`config.mk`:
```
export PLATFORM = sky130hd
export DESIGN_NAME = instr_encoder
export DESIGN_NICKNAME = d
export VERILOG_FILES = /design/src/rtl/rv_pkg.sv /design/src/rtl/instr_pack.sv /design/src/rtl/instr_encoder.sv
export SDC_FILE = /design/constraint.sdc
export NUM_CORES = 1
export LEC_CHECK = 0
export CORE_ASPECT_RATIO = 0.9
export CORE_MARGIN = 2
export CORE_UTILIZATION = 45
export CTS_BUF_LIST = sky130_fd_sc_hd__clkbuf_4 sky130_fd_sc_hd__clkbuf_8
export CTS_CLUSTER_DIAMETER = 200
export DETAILED_ROUTE_END_ITERATION = 8
export PLACE_DENSITY_LB_ADDON = 0.05
export SETUP_SLACK_MARGIN = 0.2
export SYNTH_ARGS = -nofsm -noshare
export SYNTH_HDL_FRONTEND = slang
export SYNTH_HIERARCHICAL = 1
export SYNTH_SLANG_ARGS = --single-unit
export TNS_END_PERCENT = 1
```
`constraint.sdc`:
```
create_clock -name clk -period 5.1 [get_ports clk]
set_input_delay 0.765 -clock clk [delete_from_list [all_inputs] [get_ports clk]]
set_output_delay 0.765 -clock clk [all_outputs]
set_load 0.03 [all_outputs]
```
`src/rtl/rv_pkg.sv`:
```
// Shared RV32I encoding definitions: instruction formats, major opcodes and the canonical NOP.
// Used by instr_pack and instr_encoder.
package rv_pkg;

  typedef enum logic [2:0] {
    FMT_R = 3'd0,
    FMT_I = 3'd1,
    FMT_S = 3'd2,
    FMT_B = 3'd3,
    FMT_U = 3'd4,
    FMT_J = 3'd5
  } fmt_e;

  localparam logic [6:0] OP_IMM    = 7'b0010011;
  localparam logic [6:0] OP_LOAD   = 7'b0000011;
  localparam logic [6:0] OP_JALR   = 7'b1100111;
  localparam logic [6:0] OP_STORE  = 7'b0100011;
  localparam logic [6:0] OP_BRANCH = 7'b1100011;
  localparam logic [6:0] OP_LUI    = 7'b0110111;
  localparam logic [6:0] OP_AUIPC  = 7'b0010111;
  localparam logic [6:0] OP_JAL    = 7'b1101111;
  localparam logic [6:0] OP_REG    = 7'b0110011;

  localparam logic [31:0] NOP = 32'h00000013;

  // True when imm[31:msb] is a pure sign extension (all zeros or all ones).
  function automatic logic sext_fits(input logic [31:0] imm, input int msb);
    logic signed [31:0] s;
    s = $signed(imm) >>> msb;
    return (s == '0) || (s == '1);
  endfunction

endpackage

```
`src/rtl/instr_pack.sv`:
```
// Combinational RV32I field packer: scatters register, funct and immediate fields into one word.
// Optional immediate range checking is enabled by defining IMM_RANGE_CHECK_EN.
module instr_pack
  import rv_pkg::*;
#(
  parameter logic [31:0] NOP_WORD = NOP
) (
  input  logic [2:0]  fmt,
  input  logic [6:0]  opcode,
  input  logic [4:0]  rd,
  input  logic [4:0]  rs1,
  input  logic [4:0]  rs2,
  input  logic [2:0]  funct3,
  input  logic [6:0]  funct7,
  input  logic [31:0] imm,
  output logic [31:0] instr,
  output logic        illegal,
  output logic        range_err
);

  always_comb begin
    instr     = NOP_WORD;
    illegal   = 1'b0;
    range_err = 1'b0;
    case (fmt)
      FMT_R: instr = {funct7, rs2, rs1, funct3, rd, opcode};
      FMT_I: instr = {imm[11:0], rs1, funct3, rd, opcode};
      FMT_S: instr = {imm[11:5], rs2, rs1, funct3, imm[4:0], opcode};
      FMT_B: instr = {imm[12], imm[10:5], rs2, rs1, funct3, imm[4:1], imm[11], opcode};
      FMT_U: instr = {imm[31:12], rd, opcode};
      FMT_J: instr = {imm[20], imm[10:1], imm[11], imm[19:12], rd, opcode};
      default: illegal = 1'b1;
    endcase
`ifdef IMM_RANGE_CHECK_EN
    // Branch/jump offsets must be halfword aligned; bit 0 is never encoded.
    case (fmt)
      FMT_I, FMT_S: range_err = !sext_fits(imm, 11);
      FMT_B:        range_err = !sext_fits(imm, 12) || imm[0];
      FMT_J:        range_err = !sext_fits(imm, 20) || imm[0];
      FMT_U:        range_err = |imm[11:0];
      default:      range_err = 1'b0;
    endcase
`endif
  end

endmodule

```
`src/rtl/instr_encoder.sv`:
```
// RV32I instruction encoder: one registered stage with valid/ready, running word address,
// saturating accept count and sticky error. Define IMM_RANGE_CHECK_EN to flag out-of-range immediates.
module instr_encoder
  import rv_pkg::*;
#(
  parameter int          ADDR_W    = 10,
  parameter int          BASE_ADDR = 0,
  parameter logic [31:0] NOP_WORD  = 32'h00000013
) (
  input  logic              clk,
  input  logic              rst,
  input  logic              in_valid,
  output logic              in_ready,
  input  logic [2:0]        in_fmt,
  input  logic [6:0]        in_opcode,
  input  logic [4:0]        in_rd,
  input  logic [4:0]        in_rs1,
  input  logic [4:0]        in_rs2,
  input  logic [2:0]        in_funct3,
  input  logic [6:0]        in_funct7,
  input  logic [31:0]       in_imm,
  input  logic              in_restart,
  output logic              out_valid,
  input  logic              out_ready,
  output logic [31:0]       out_instr,
  output logic [ADDR_W-1:0] out_addr,
  output logic              out_err,
  output logic [15:0]       count
);

  localparam logic [ADDR_W-1:0] BASE_A = ADDR_W'(BASE_ADDR);

  function automatic logic [15:0] sat_inc(input logic [15:0] v);
    return (v == 16'hFFFF) ? v : v + 16'd1;
  endfunction

  logic [31:0]       instr_p0;
  logic              illegal_p0;
  logic              range_err_p0;
  logic              acc_p0;
  logic [ADDR_W-1:0] addr_p0;

  logic              vld_p1;
  logic [31:0]       instr_p1;
  logic [ADDR_W-1:0] addr_p1;
  logic [ADDR_W-1:0] next_addr;
  logic              err_q;
  logic [15:0]       count_q;

  // ---- stage 0: field packing and accept decision
  instr_pack #(
    .NOP_WORD (NOP_WORD)
  ) u_pack (
    .fmt       (in_fmt),
    .opcode    (in_opcode),
    .rd        (in_rd),
    .rs1       (in_rs1),
    .rs2       (in_rs2),
    .funct3    (in_funct3),
    .funct7    (in_funct7),
    .imm       (in_imm),
    .instr     (instr_p0),
    .illegal   (illegal_p0),
    .range_err (range_err_p0)
  );

  assign in_ready = !vld_p1 || out_ready;
  assign acc_p0   = in_valid && in_ready;
  assign addr_p0  = in_restart ? BASE_A : next_addr;

  // ---- stage 1: output register, address counter, count and sticky error
  always_ff @(posedge clk or posedge rst) begin
    if (rst) begin
      vld_p1    <= 1'b0;
      instr_p1  <= '0;
      addr_p1   <= BASE_A;
      next_addr <= BASE_A;
      err_q     <= 1'b0;
      count_q   <= '0;
    end else if (acc_p0) begin
      vld_p1    <= 1'b1;
      instr_p1  <= instr_p0;
      addr_p1   <= addr_p0;
      next_addr <= addr_p0 + ADDR_W'(1);
      count_q   <= sat_inc(count_q);
      if (illegal_p0 || range_err_p0) err_q <= 1'b1;
    end else begin
      // A stalled word keeps its address; restart only retargets the counter.
      if (out_ready) vld_p1 <= 1'b0;
      if (in_restart) next_addr <= BASE_A;
    end
  end

  assign out_valid = vld_p1;
  assign out_instr = instr_p1;
  assign out_addr  = addr_p1;
  assign out_err   = err_q;
  assign count     = count_q;

endmodule

```
Word level (Yosys, flattened, before mapping)
Index checks and enable logic that the tools add are counted.

word-level totals
  register bits after elaboration = 70
  bits of input ports = 72
  output and inout bits = 61

operators by class
  add/sub/neg operators = 2
  eq/ne operators = 6
  mux-type cells = 5
  bitwise logic cells = 2
  reduce and logical (&&, ||, !) cells = 8

operators by type and width
  cell                                                 number
  case mux 32 bit (6 select lines)                     1
  two-way mux 10 bit                                   2
  adder 16 x 1 -> 16 bit, second input constant        1
  equality test 16 bit, second input constant          1
  adder 10 x 1 -> 10 bit, second input constant        1
  equality test 3 x 2 -> 1 bit, second input constant  2
  equality test 3 bit, second input constant           2
  OR reduction 6 bit                                   1
  AND reduction 2 bit                                  2
  equality test 3 x 1 -> 1 bit, second input constant  1
  zero test 3 bit                                      1
  two-way mux 1 bit                                    2
  NOT 1 bit                                            2
  nonzero test 2 bit                                   1
  logical AND 1 bit                                    1
  zero test 1 bit                                      1
  logical OR 1 bit                                     1

Logic depth before layout (Yosys ltp)
  depth after elaboration = 4
  gate-level depth with buffers = 8

Modules after synthesis
The synthesis kept the hierarchy.

modules (own cells, without submodules)
  module         instances  cells an instance  area each (µm²)
  instr_encoder  1          298                2895.3
  instr_pack     1          90                 611.8

Worst setup path before layout
Ideal clock, no wire load.

  path type = input-to-reg
  start point = in out_ready
  end point = reg count_q[1], in the netlist count[1]
  setup time = 0.125 ns
  data arrival time = 2.198 ns
  path slack = 2.777 ns
  stages = 5
  cells stage by stage = nand2b_1 clkbuf_1 nand2_1 a31oi_2 mux2_2

between the ends
  word-level cells in the longest chain between the ends = 3

ends and longest elaborated chain
  what                                  RTL line             RTL
  from (decl)                           instr_encoder.sv:24  input logic out_ready,
  logical OR 1 bit                      instr_encoder.sv:67  assign in_ready = !vld_p1 || out_ready;
  via in_ready                          instr_encoder.sv:13  output logic in_ready,
  logical AND 1 bit                     instr_encoder.sv:68  assign acc_p0 = in_valid && in_ready;
  AND reduction 2 bit (no source line)  -
  to (signal assigned)                  instr_encoder.sv:85  count_q <= sat_inc(count_q);
  to (decl)                             instr_encoder.sv:48  logic [15:0] count_q;

The timed path passes the listed nets, and every way through them passes these cells.
A chain may end at the register's enable or synchronous reset.

Worst setup path after layout
  start point = in out_ready
  end point = out in_ready

between the ends
  word-level cells in the longest chain between the ends = 1

ends and longest elaborated chain
  what              RTL line
  logical OR 1 bit  instr_encoder.sv:67
  to (decl)         instr_encoder.sv:13

Every way passes these cells.

==> results.md <==
- The run finished with clean final reports.
- The critical path goes through clkdlybuf4s50_1, nand2b_1, clkdlybuf4s50_1.
- Clock latency on the worst-skew pair, taken at its later pin, is 330 ps.
- The most instantiated flip-flop cell in the synthesis netlist is sky130_fd_sc_hd__dfrtp_1.
- The clock edge transition at the registers on the reported setup and hold paths is 70 ps.
- The met1 track demand over resource is 27.1%.
- The async set-reset flop share out of synthesis is 100%.
- The number of global-route vias before repair is 2995.
- The top cell type by total area after synthesis is sky130_fd_sc_hd__dfrtp_1.
- 0 antenna diodes ended up in the layout.
- After detailed routing, the number of remaining DRC violations is 0.
- Setup slack on the critical path of the routed design comes to 2190 ps.
- The placed cell count is 596.
- Each instance of the synthesized netlist takes up on average 9.04 um^2.
- Measured along the y axis, the die boundary spans 87.8 um.
- The total of warnings raised by yosys is 6.
- The worst hold slack after final layout is 472 ps.
- In this run the most used layer during global routing was met2.
- The tree is rooted in a sky130_fd_sc_hd__clkbuf_8.
- The analysis attributes to net switching a power of 501 uW.
- The core region is 0.00754 mm^2.
- The largest fanout of any net on the critical path is 6.
- The fraction of post-synthesis cell area in the top cell type by area is 49.9%.
- The post-synthesis instance total is 388.
- In this run, distinct cell masters in the synthesized netlist total 45.
- The commonest cells after synthesis are sky130_fd_sc_hd__nand2_1 (131), sky130_fd_sc_hd__dfrtp_1 (70), sky130_fd_sc_hd__a22oi_1 (16), sky130_fd_sc_hd__o21ai_0 (16).
- The post-route clock period utilization is 57.0%.
- The post-synth design cell area is 0.00351 mm^2.
- With fillers left out, the area of the finished cells amounts to 0.00504 mm^2.
- The aggregate routed wire length is 8.99 mm.
- The final setup violation count is 0.
- The post-cts gate resize count is 0.
- Counting every net in the synthesized netlist gives 462.
- In this run the count of I/O pins placed on the die edge is 133.
- After detailed routing, the number of vias per cell comes to 5.06.
- In this run the number of H-tree levels came out at 3.
- Post-CTS timing repair inserted 0 buffers for setup.
- The number of optimization iterations in the first detailed-route pass is 5.
- The total clock sinks is 70.
- The number of design-rule violations left by the first detailed-router iteration is 87.
- The fmax is 344 MHz.
- For this run, the slowest stage of the critical path takes 710 ps.
- The post-detailed-placement cell area is 0.00484 mm^2.
- After synthesis, flip-flops and latches occupy 49.9% of the total area.
- The count of standard-cell rows is 30.
- Entering global routing, the biggest net connects 52 pins.
- The final number of max-transition violations was 0.
- The maximum VDD drop is 0.256 mV.
- The synthesized design contains 0 enable-type register cells.
- At the end of the flow the core is filled with cells to 66.8%.
- The multi-input gate area in the final layout is 0.00159 mm^2.
- The setup slack at placement is 1850 ps.
- The net count of the finished layout is 585.
- The most prevalent standard cell on the critical path is sky130_fd_sc_hd__clkdlybuf4s50_1.
- The internal power component is 1.09 mW.
- The sequential cells in the finished layout cover a total of 0.00175 mm^2.
- For this design the static power due to leakage is 2.28 nW.
- The worst min-delay path class is flop to flop.
- The relative contribution of combinational cells to total power is 29.4%.
- Global routing consumed, over all layers together, 21.3% of the routing resources.
- The total power density per cell area is 315 mW/mm^2.
- The most repeated cell in the gate-level netlist after synthesis is sky130_fd_sc_hd__nand2_1.
- The shortest period the worst path allows is 2910 ps.
- Counting the fill cells in the layout gives 622.
- The initial standard-cell utilization of the core is 46.5%.
- Once detail routing completed, the nets flagged for antenna violations numbered 0.
- Clock tree synthesis inserted a total of 9 buffers.
- STA classifies the critical path endpoint as an output port.
- In this run, the clock network consumes 28.4% of the power.
- The worst setup path is of the primary input to output port kind.
- The global placement routability congestion is 0.852.
- The total count of hold-check failures in the final report was 0.
- The standard cell with the maximum stage delay on the critical path is sky130_fd_sc_hd__clkdlybuf4s50_1.
- The element type at the critical path start is a primary input.
- The count of buffers added on input and output ports is 132.
- By area the synthesized netlist is led by sky130_fd_sc_hd__dfrtp_1 (50%), sky130_fd_sc_hd__nand2_1 (14%), sky130_fd_sc_hd__a22oi_1 (3.4%), sky130_fd_sc_hd__xnor2_1 (3.2%), sky130_fd_sc_hd__o21ai_0 (2.3%).
- For this block, the via count after detailed routing is 3084.
- Data arrives at the worst endpoint at 2140 ps.
- The area growth from synthesis to layout is 43.7%.
- The first global-routing pass estimated 14.6 mm of wire.
- The die outline width is 97.1 um.
- In the global route stage, met2 resource usage came out at 35.5%.
- The net switching share of the total power is 31.5%.
- Adding up every negative setup slack in the final design gives 0 ps.
- For this run, global-route usage on met3 was measured as 6.07%.
- The worst clock skew is 5.32 ps.
- The final standard cell count with taps included and fillers excluded is 609.
- The total overflow left after global routing is 0.
- The TritonCTS clock tree is yes.
- The data required time at the worst endpoint is 4340 ps.
- Setup repair after global routing left no endpoint under its margin.
- After detailed routing, the average wire length per cell comes to 14.8 um.
- Across the run, the number of max-cap violations was 0.
- Headroom to the max-slew limit came out at 36.9%.
- The number of antenna violations at the first check in global routing is 0.
- In this run, synthesis produced a sequential element count of 70.
- The transition at the pin with the smallest max-transition slack is 944 ps.
- The relative contribution of sequential cells to total power is 42.2%.
- Buffers inserted to repair hold after CTS numbered 0.
- The ratio of cells with drive above 1 in the final layout is 6.24%.
- The count of buffering cells on the critical path with inverters included is 2.
- The post-route total power is 1.59 mW.
- The die covers 0.00852 mm^2.
- Summed over all nets, the half-perimeter wirelength after detailed placement is 6.38 mm.
- The deepest clock path buffer count is 2.
- The cell family contributing the most delay on the critical path is buffers and inverters.
-- worst reg2reg max path: cells and delay by family, from the launching register on --
kind	cells	cell delay, ps
AO/OA/AOI/OAI	1	700
flip-flops	1	400
multiplexers	1	400
AND/OR/NAND/NOR	2	780
-- state kept, by name, summed over array words and instances, names as in the netlist --
signal	cells
out_addr	10
out_err	1
count	16
next_addr	10
out_valid	1
out_instr	32
-- layout make-up --
type,instances,share of cell area (%)
Inverter,13,0.968
Multi-Input combinational cell,283,31.5
Tap cell,96,2.38
Timing Repair Buffer,134,26.5
Sequential cell,70,34.8
Clock inverter,1,0.596
Clock buffer,12,3.28
-- per-layer routing --
| layer | part of all wire [%] | routed length (um) |
|---|---|---|
| met1 | 45 | 4020 |
| met2 | 46 | 4170 |
| met3 | 7.0 | 633 |
| met4 | 1.9 | 172 |
| met5 | 0 | 0 |
-- cell usage in the layout, fill, tap and decap left out, types with 2 or more instances in the layout --
master,count
sky130_fd_sc_hd__clkdlybuf4s50_1,132
sky130_fd_sc_hd__nand2_1,130
sky130_fd_sc_hd__dfrtp_1,70
sky130_fd_sc_hd__o21ai_0,16
sky130_fd_sc_hd__a22oi_1,16
sky130_fd_sc_hd__xnor2_1,13
sky130_fd_sc_hd__inv_1,12
sky130_fd_sc_hd__clkbuf_8,12
sky130_fd_sc_hd__nand2b_1,11
sky130_fd_sc_hd__nor2_1,9
sky130_fd_sc_hd__nand4_1,8
sky130_fd_sc_hd__and3_1,7
sky130_fd_sc_hd__nand3_1,7
sky130_fd_sc_hd__o22ai_1,7
sky130_fd_sc_hd__xor2_1,6
sky130_fd_sc_hd__a22o_1,6
sky130_fd_sc_hd__mux2i_1,5
sky130_fd_sc_hd__and2_1,4
sky130_fd_sc_hd__o2bb2ai_1,4
sky130_fd_sc_hd__a21oi_1,3
sky130_fd_sc_hd__nor3_1,3
sky130_fd_sc_hd__nand3b_1,3
sky130_fd_sc_hd__mux2_2,3
sky130_fd_sc_hd__nor2b_1,2
sky130_fd_sc_hd__ha_1,2
sky130_fd_sc_hd__buf_4,2
-- final timing paths --
check	from	end	slack (ps)	depth (start not counted)
worst min-delay path	out_addr[3]	out_addr[3]	470	2
worst min register to register	out_addr[3]	out_addr[3]	470	2
worst max-delay path	out_ready	in_ready	2190	3
worst max register to register	out_valid	count[1]	2720	4
min in group asynchronous	rst	count[14]	870	2
max in group asynchronous	rst	next_addr[9]	3290	3
-- power by group through the flow --
stage          Clock [mW]  Combinational [mW]  Sequential (mW)
2_1_floorplan           0               0.139            0.793
3_3_place_gp            0               0.463            0.679
3_5_place_dp            0               0.469            0.679
4_1_cts             0.464               0.471            0.670
5_1_grt             0.485               0.500            0.680
6_report            0.451               0.467            0.671
-- cell families (layout without fill, tap and decap cells) --
kind of cell / after synthesis / after routing / synth area share, %
other: 1 / 1 / 0.107
flip-flops: 70 / 70 / 49.9
XOR/XNOR: 19 / 19 / 4.74
buffers and inverters: 35 / 160 / 4.92
adder cells (fa/ha/maj): 2 / 2 / 0.713
multiplexers: 9 / 9 / 2.82
AO/OA/AOI/OAI: 58 / 58 / 11.5
AND/OR/NAND/NOR: 194 / 194 / 25.3
Note: power is estimated with default switching activity, not from simulation.
